### config.mk
export PLATFORM = sky130hd
export DESIGN_NAME = noc_traffic_node
export DESIGN_NICKNAME = d
export VERILOG_FILES = /design/src/rtl/noc_traffic_node.sv
export SDC_FILE = /design/constraint.sdc
export NUM_CORES = 1
export LEC_CHECK = 0
export ABC_AREA = 0
export CORE_UTILIZATION = 28
export CTS_BUF_LIST = sky130_fd_sc_hd__clkbuf_2 sky130_fd_sc_hd__clkbuf_4 sky130_fd_sc_hd__clkbuf_8
export DETAILED_ROUTE_END_ITERATION = 10
export DONT_BUFFER_PORTS = 1
export PLACE_DENSITY = 0.47
export SLEW_MARGIN = 40
export SYNTH_ARGS = -nofsm -noshare
export SYNTH_HDL_FRONTEND = slang
export SYNTH_SLANG_ARGS = --single-unit
### constraint.sdc
create_clock -name noc_clk -period 2.8 [get_ports noc_clk]
set_clock_uncertainty 0.1 [all_clocks]
set_input_delay 0.56 -clock noc_clk [delete_from_list [all_inputs] [get_ports noc_clk]]
set_output_delay 0.56 -clock noc_clk [all_outputs]
set_load 0.02 [all_outputs]
### src/rtl/noc_traffic_node.sv
`default_nettype none
// ============================================================================
//  Module      : noc_traffic_node
//  Description : NoC endpoint traffic generator and checker. Injects a
//                configurable stream of fixed-length packets towards one
//                destination and checks every packet it receives.
//  Revision    : 1.0 - initial release
// ============================================================================
module noc_traffic_node #(
    parameter int NOC_DATA_WIDTH = 32,
    parameter int COORD_W        = 4,
    parameter int X_ID           = 0,
    parameter int Y_ID           = 0,
    parameter int DEST_X_ID      = 1,
    parameter int DEST_Y_ID      = 1,
    parameter int PKT_LEN        = 4,
    parameter int NUM_PKTS       = 16,
    parameter int INJ_GAP        = 2
) (
    input  logic                      noc_clk,
    input  logic                      noc_rst,
    input  logic                      start,
    input  logic                      rx_throttle,
    input  logic                      receive_valid,
    output logic                      receive_ready,
    input  logic [NOC_DATA_WIDTH-1:0] receive_flit,
    input  logic                      receive_is_header,
    input  logic                      receive_is_tail,
    output logic                      sender_valid,
    input  logic                      sender_ready,
    output logic [NOC_DATA_WIDTH-1:0] sender_flit,
    output logic                      sender_is_header,
    output logic                      sender_is_tail,
    output logic [15:0]               sent_num,
    output logic [15:0]               receive_num,
    output logic [15:0]               err_num,
    output logic                      done
);

    // TX state encoding
    localparam logic [2:0] c_tx_idle = 3'd0;
    localparam logic [2:0] c_tx_hdr  = 3'd1;
    localparam logic [2:0] c_tx_body = 3'd2;
    localparam logic [2:0] c_tx_gap  = 3'd3;
    localparam logic [2:0] c_tx_done = 3'd4;

    // RX state encoding
    localparam logic [0:0] c_rx_wait_hdr = 1'b0;
    localparam logic [0:0] c_rx_body     = 1'b1;

    localparam logic [COORD_W-1:0] c_x_id      = COORD_W'(X_ID);
    localparam logic [COORD_W-1:0] c_y_id      = COORD_W'(Y_ID);
    localparam logic [COORD_W-1:0] c_dest_x    = COORD_W'(DEST_X_ID);
    localparam logic [COORD_W-1:0] c_dest_y    = COORD_W'(DEST_Y_ID);
    localparam logic [7:0]         c_last_idx  = 8'(PKT_LEN - 1);
    localparam logic [15:0]        c_gap_last  = 16'(INJ_GAP - 1);
    localparam logic [16:0]        c_num_pkts  = 17'(NUM_PKTS);
    localparam bit                 c_endless   = (NUM_PKTS == 0);
    localparam bit                 c_no_gap    = (INJ_GAP == 0);

    // Header flit: dest Y/X, own Y/X, then the 16-bit sequence number
    function automatic logic [NOC_DATA_WIDTH-1:0] f_header(input logic [15:0] seq);
        logic [NOC_DATA_WIDTH-1:0] v;
        v = '0;
        v[COORD_W-1:0]             = c_dest_y;
        v[2*COORD_W-1:COORD_W]     = c_dest_x;
        v[3*COORD_W-1:2*COORD_W]   = c_y_id;
        v[4*COORD_W-1:3*COORD_W]   = c_x_id;
        v[4*COORD_W+15:4*COORD_W]  = seq;
        return v;
    endfunction

    // Body flit: zero-extended {seq, flit index}
    function automatic logic [NOC_DATA_WIDTH-1:0] f_body(input logic [15:0] seq,
                                                         input logic [7:0]  idx);
        logic [NOC_DATA_WIDTH-1:0] v;
        v = '0;
        v[23:0] = {seq, idx};
        return v;
    endfunction

    // ------------------------------------------------------------------ TX
    logic [2:0]                r_tx_state;
    logic [15:0]               r_seq;
    logic [7:0]                r_tx_idx;
    logic [15:0]               r_gap_cnt;
    logic [15:0]               r_sent_num;
    logic                      r_done;
    logic                      r_tx_valid;
    logic [NOC_DATA_WIDTH-1:0] r_tx_flit;
    logic                      r_tx_hdr;
    logic                      r_tx_tail;
    logic                      w_tx_xfer;
    logic                      w_last_pkt;

    assign w_tx_xfer  = r_tx_valid & sender_ready;
    assign w_last_pkt = !c_endless && (({1'b0, r_sent_num} + 17'd1) == c_num_pkts);

    // TX sequencer: flit and flags are registered and held until accepted
    always_ff @(posedge noc_clk) begin
        if (noc_rst) begin
            r_tx_state <= c_tx_idle;
            r_seq      <= '0;
            r_tx_idx   <= '0;
            r_gap_cnt  <= '0;
            r_sent_num <= '0;
            r_done     <= 1'b0;
            r_tx_valid <= 1'b0;
            r_tx_flit  <= '0;
            r_tx_hdr   <= 1'b0;
            r_tx_tail  <= 1'b0;
        end else begin
            case (r_tx_state)
                c_tx_idle: begin
                    if (start) begin
                        r_tx_valid <= 1'b1;
                        r_tx_flit  <= f_header(r_seq);
                        r_tx_hdr   <= 1'b1;
                        r_tx_tail  <= 1'b0;
                        r_tx_state <= c_tx_hdr;
                    end
                end
                c_tx_hdr: begin
                    if (w_tx_xfer) begin
                        r_tx_flit  <= f_body(r_seq, 8'd1);
                        r_tx_hdr   <= 1'b0;
                        r_tx_tail  <= (c_last_idx == 8'd1);
                        r_tx_idx   <= 8'd1;
                        r_tx_state <= c_tx_body;
                    end
                end
                c_tx_body: begin
                    if (w_tx_xfer) begin
                        if (r_tx_tail) begin
                            r_seq     <= r_seq + 16'd1;
                            r_tx_tail <= 1'b0;
                            if (r_sent_num != 16'hFFFF) begin
                                r_sent_num <= r_sent_num + 16'd1;
                            end
                            if (w_last_pkt) begin
                                r_tx_valid <= 1'b0;
                                r_done     <= 1'b1;
                                r_tx_state <= c_tx_done;
                            end else if (c_no_gap) begin
                                r_tx_flit  <= f_header(r_seq + 16'd1);
                                r_tx_hdr   <= 1'b1;
                                r_tx_state <= c_tx_hdr;
                            end else begin
                                r_tx_valid <= 1'b0;
                                r_gap_cnt  <= '0;
                                r_tx_state <= c_tx_gap;
                            end
                        end else begin
                            r_tx_idx  <= r_tx_idx + 8'd1;
                            r_tx_flit <= f_body(r_seq, r_tx_idx + 8'd1);
                            r_tx_tail <= ((r_tx_idx + 8'd1) == c_last_idx);
                        end
                    end
                end
                c_tx_gap: begin
                    if (r_gap_cnt == c_gap_last) begin
                        r_tx_valid <= 1'b1;
                        r_tx_flit  <= f_header(r_seq);
                        r_tx_hdr   <= 1'b1;
                        r_tx_state <= c_tx_hdr;
                    end else begin
                        r_gap_cnt <= r_gap_cnt + 16'd1;
                    end
                end
                c_tx_done: begin
                    r_tx_state <= c_tx_done;
                end
                default: begin
                    r_tx_state <= c_tx_idle;
                end
            endcase
        end
    end

    assign sender_valid     = r_tx_valid;
    assign sender_flit      = r_tx_flit;
    assign sender_is_header = r_tx_hdr;
    assign sender_is_tail   = r_tx_tail;
    assign sent_num         = r_sent_num;
    assign done             = r_done;

    // ------------------------------------------------------------------ RX
    logic [0:0]  r_rx_state;
    logic        r_rx_ready;
    logic [15:0] r_rx_seq;
    logic [7:0]  r_rx_idx;
    logic        r_rx_bad;
    logic [15:0] r_recv_num;
    logic [15:0] r_err_num;
    logic        w_rx_xfer;
    logic        w_hdr_dest_bad;
    logic [15:0] w_hdr_seq;
    logic        w_body_bad;
    logic [15:0] w_err_inc;
    logic [15:0] w_recv_inc;

    assign w_rx_xfer      = receive_valid & r_rx_ready;
    assign w_hdr_dest_bad = (receive_flit[COORD_W-1:0] != c_y_id) ||
                            (receive_flit[2*COORD_W-1:COORD_W] != c_x_id);
    assign w_hdr_seq      = receive_flit[4*COORD_W+15:4*COORD_W];
    assign w_body_bad     = (receive_flit != f_body(r_rx_seq, r_rx_idx)) ||
                            (receive_is_tail != (r_rx_idx == c_last_idx));
    assign w_err_inc      = (r_err_num  == 16'hFFFF) ? r_err_num  : r_err_num  + 16'd1;
    assign w_recv_inc     = (r_recv_num == 16'hFFFF) ? r_recv_num : r_recv_num + 16'd1;

    // Receive-ready: steady high, or alternating when backpressure is requested
    always_ff @(posedge noc_clk) begin
        if (noc_rst) begin
            r_rx_ready <= 1'b1;
        end else if (rx_throttle) begin
            r_rx_ready <= ~r_rx_ready;
        end else begin
            r_rx_ready <= 1'b1;
        end
    end

    // RX checker: tracks one packet at a time and tallies good/bad packets
    always_ff @(posedge noc_clk) begin
        if (noc_rst) begin
            r_rx_state <= c_rx_wait_hdr;
            r_rx_seq   <= '0;
            r_rx_idx   <= '0;
            r_rx_bad   <= 1'b0;
            r_recv_num <= '0;
            r_err_num  <= '0;
        end else if (w_rx_xfer) begin
            if (receive_is_header) begin
                // A header while mid-packet means the previous packet was truncated
                if (r_rx_state == c_rx_body) begin
                    r_err_num <= w_err_inc;
                end
                r_rx_seq   <= w_hdr_seq;
                r_rx_bad   <= w_hdr_dest_bad;
                r_rx_idx   <= 8'd1;
                r_rx_state <= c_rx_body;
            end else if (r_rx_state == c_rx_wait_hdr) begin
                r_err_num <= w_err_inc;
            end else if (receive_is_tail) begin
                if (r_rx_bad || w_body_bad) begin
                    r_err_num <= w_err_inc;
                end else begin
                    r_recv_num <= w_recv_inc;
                end
                r_rx_bad   <= 1'b0;
                r_rx_state <= c_rx_wait_hdr;
            end else begin
                r_rx_bad <= r_rx_bad | w_body_bad;
                r_rx_idx <= r_rx_idx + 8'd1;
            end
        end
    end

    assign receive_ready = r_rx_ready;
    assign receive_num   = r_recv_num;
    assign err_num       = r_err_num;

endmodule
`default_nettype wire
==> results_dict.tcl <==
set metrics [dict create \
    port_buffers 0 \
    yosys-top-cells-area "dfxtp_1, nand2_1, xnor2_1" \
    status "finished with violations" \
    cts_root_buffer "clkbuf_8" \
    slowest_stage "or4_4" \
    grt_max_degree 151 \
    critPathLaunchType "register" \
    num_io_pins 125 \
    synth-seq-cells 154 \
    slowest_delay_ns 0.59 \
    synthFlopType "dfxtp_1" \
    clock-sinks 154 \
    synth_top_area_share_pct 41.1 \
    fin_setup_tns_ns 0 \
    synth_area_per_cell_um2 8.10 \
    ys_async_sr_fraction_pct 0 \
    vias 6464 \
    grt-ovfl-total 0 \
    crit_chain "nand3_2, or4_4, nor2b_1, o31ai_4, o31a_1, o22ai_1, nor2b_1" \
    setup_ws_ns 0.148 \
    syn2layout_area_growth_pct 14.3 \
    post-route-period-util_pct 94.7 \
    core-area_um2 26200 \
    p_per_area_nw_per_um2 508 \
    antenna_found_initial 0 \
    synthDistinctLibCells 63 \
    path_max_fanout 8 \
    cts_hold_buf 0 \
    post_drt_wl_per_cell_um 15.4 \
    grt_pass1_wl_um 32200 \
    firstDrtPassIters 8 \
    grt_pass1_vias 6069 \
    dp_hpwl_um 13700 \
    antenna_cells 0 \
    synthTopCellsByCount "dfxtp_1, nand2_1, nor2_1" \
    rows 59 \
    clk_latency_ns 0.45 \
    ant_nets 0 \
    fin_nets 1003 \
    drtIter0Drc 481 \
    reg2reg_depth 7 \
    die_w_um 166 \
    holdPathStages 1 \
    die-area_um2 27500 \
    fp.dieH_um 166 \
    path_buf_inv 0 \
    period_needed_ns 2.65 \
    synthesis.area_um2 7510 \
    finalHoldViolCount 0 \
    synth_warnings 0 \
    p_leak_nw 2.85 \
    start_util_pct 28.7 \
    cp.depth 7 \
    required_ns 3.04 \
    viasPerCell 4.96 \
    crit_type "register to register" \
    synth_fp_nets 976 \
    synth_edf_count 0 \
    power_w 0.00436 \
    routed_wl_um 20000 \
    synth_most_common_cell "dfxtp_1" \
    rsz0062_at_grt "yes" \
    endpoint_kind "register" \
    drc 10 \
    cap_violations 0 \
    seq_area_frac_synth_pct 41.1 \
    path_clk_slew_ns 0.09 \
    syn_inst 927 \
    pre_cts_ws_ns -0.0449 \
    cts_buffers 17 \
    drv_slew 0 \
    worst_pin_slew_ns 0.641 \
    peakVddDrop_mv 0.269 \
    grt.total_usage_pct 14.4 \
    r2r_slack_ns 0.15 \
    place.gp.congestion 0.836 \
    cts_tree "yes" \
    relSlewSlack_pct 57.1 \
    fillers 2800 \
    yosysTopAreaCell "dfxtp_1" \
    report.final.setup_viol 0 \
    crit_top_cell "nor2b_1" \
    failed_checks "DRC" \
    cp.arrival_ns 2.89 \
    max_freq_mhz 377 \
    htreeDepth 4 \
    cp_top_family "simple AND/OR/NAND/NOR gates" \
    drive_gt1_share_pct 11.8 \
    hold_path_class "primary input to register" \
    clk_path_buf_depth 2 \
]
[flip-flops by register name (all words and copies together) (netlist names)]
register          flops
done                  1
err_num              16
r_gap_cnt            16
r_rx_bad              1
r_rx_idx              8
r_rx_seq             16
r_rx_state            1
r_seq                16
r_tx_idx              8
r_tx_state            3
receive_num          16
receive_ready         1
sender_flit          32
sender_is_header      1
sender_is_tail        1
sender_valid          1
sent_num             16
[layout make-up]
cell class                      instances  area, um2  area share, %
Clock buffer                           21        270           3.15
Clock inverter                         11        135           1.57
Inverter                               18       67.6          0.787
Multi-Input combinational cell        710       4200           48.9
Sequential cell                       154       3080           35.9
Tap cell                              335        419           4.88
Timing Repair Buffer                   53        410           4.78
[final timing paths]
| check | endpoint | from |
|---|---|---|
| worst max-delay path | r_gap_cnt[1]$_SDFFE_PP0P_ | sent_num[5]$_SDFFE_PP0P_ |
| worst min-delay path | r_rx_seq[2]$_SDFFE_PP0P_ | noc_rst |
| worst max register to register | r_gap_cnt[1]$_SDFFE_PP0P_ | sent_num[5]$_SDFFE_PP0P_ |
| worst min register to register | r_rx_seq[3]$_SDFFE_PP0P_ | r_rx_seq[3]$_SDFFE_PP0P_ |
[kinds of logic (layout without fill, tap and decap cells)]
group	after synthesis	after routing	share of synthesized area [%]
multiplexers	10	10	1.38
buffers and inverters	64	103	3.85
flip-flops	154	154	41.1
AO/OA/AOI/OAI	174	174	13.9
AND/OR/NAND/NOR	443	444	29.8
adder cells (fa/ha/maj)	9	9	1.50
XOR/XNOR	73	73	8.52
[placed cells by master (no fill, tap or decap), types with 25 or more instances in the layout]
cell     count
buf_4       52
nand2_1    123
nand3_1     47
or3_1       26
nand4_1     32
dfxtp_1    154
xnor2_1     49
nor2_1     107
and3_1      25
a21oi_1     83
[report_power, final]
group / internal (W) / switching, W / total (W)
logic: 0.000110 / 0.000190 / 0.000300
clock network: 0.000862 / 0.000907 / 0.00177
registers: 0.00223 / 0.0000614 / 0.00229
total: 0.00320 / 0.00116 / 0.00436
[what timing repair did]
item	in CTS	in global routing
resized for setup	0	9
endpoints found under the setup margin	0	26
endpoints found under the hold margin	0	0
setup buffers	0	1
[stage by stage]
step,util [%],hold WS (ns),area [um2],cells
2_1_floorplan,-,0.349,7510,927
6_report,32.8,0.0906,8590,1302
3_3_place_gp,30.9,0.350,8110,1268
3_5_place_dp,30.9,0.353,8110,1268
5_1_grt,32.8,0.0415,8590,1302
4_1_cts,32.5,0.0309,8510,1300
[layer usage]
| layer | vias up | wire length [um] | global-route usage (%) | part of all wire [%] |
|---|---|---|---|---|
| met3 | 13 | 1360 | 5.17 | 6.8 |
| met2 | 137 | 9080 | 22.9 | 45 |
| met4 | 0 | 194 | 4.14 | 0.97 |
| met5 | - | 0 | 0 | 0 |
| li1 | 3344 | - | - | - |
| met1 | 2970 | 9350 | 18.2 | 47 |
Power figures use the tool's default switching activity.
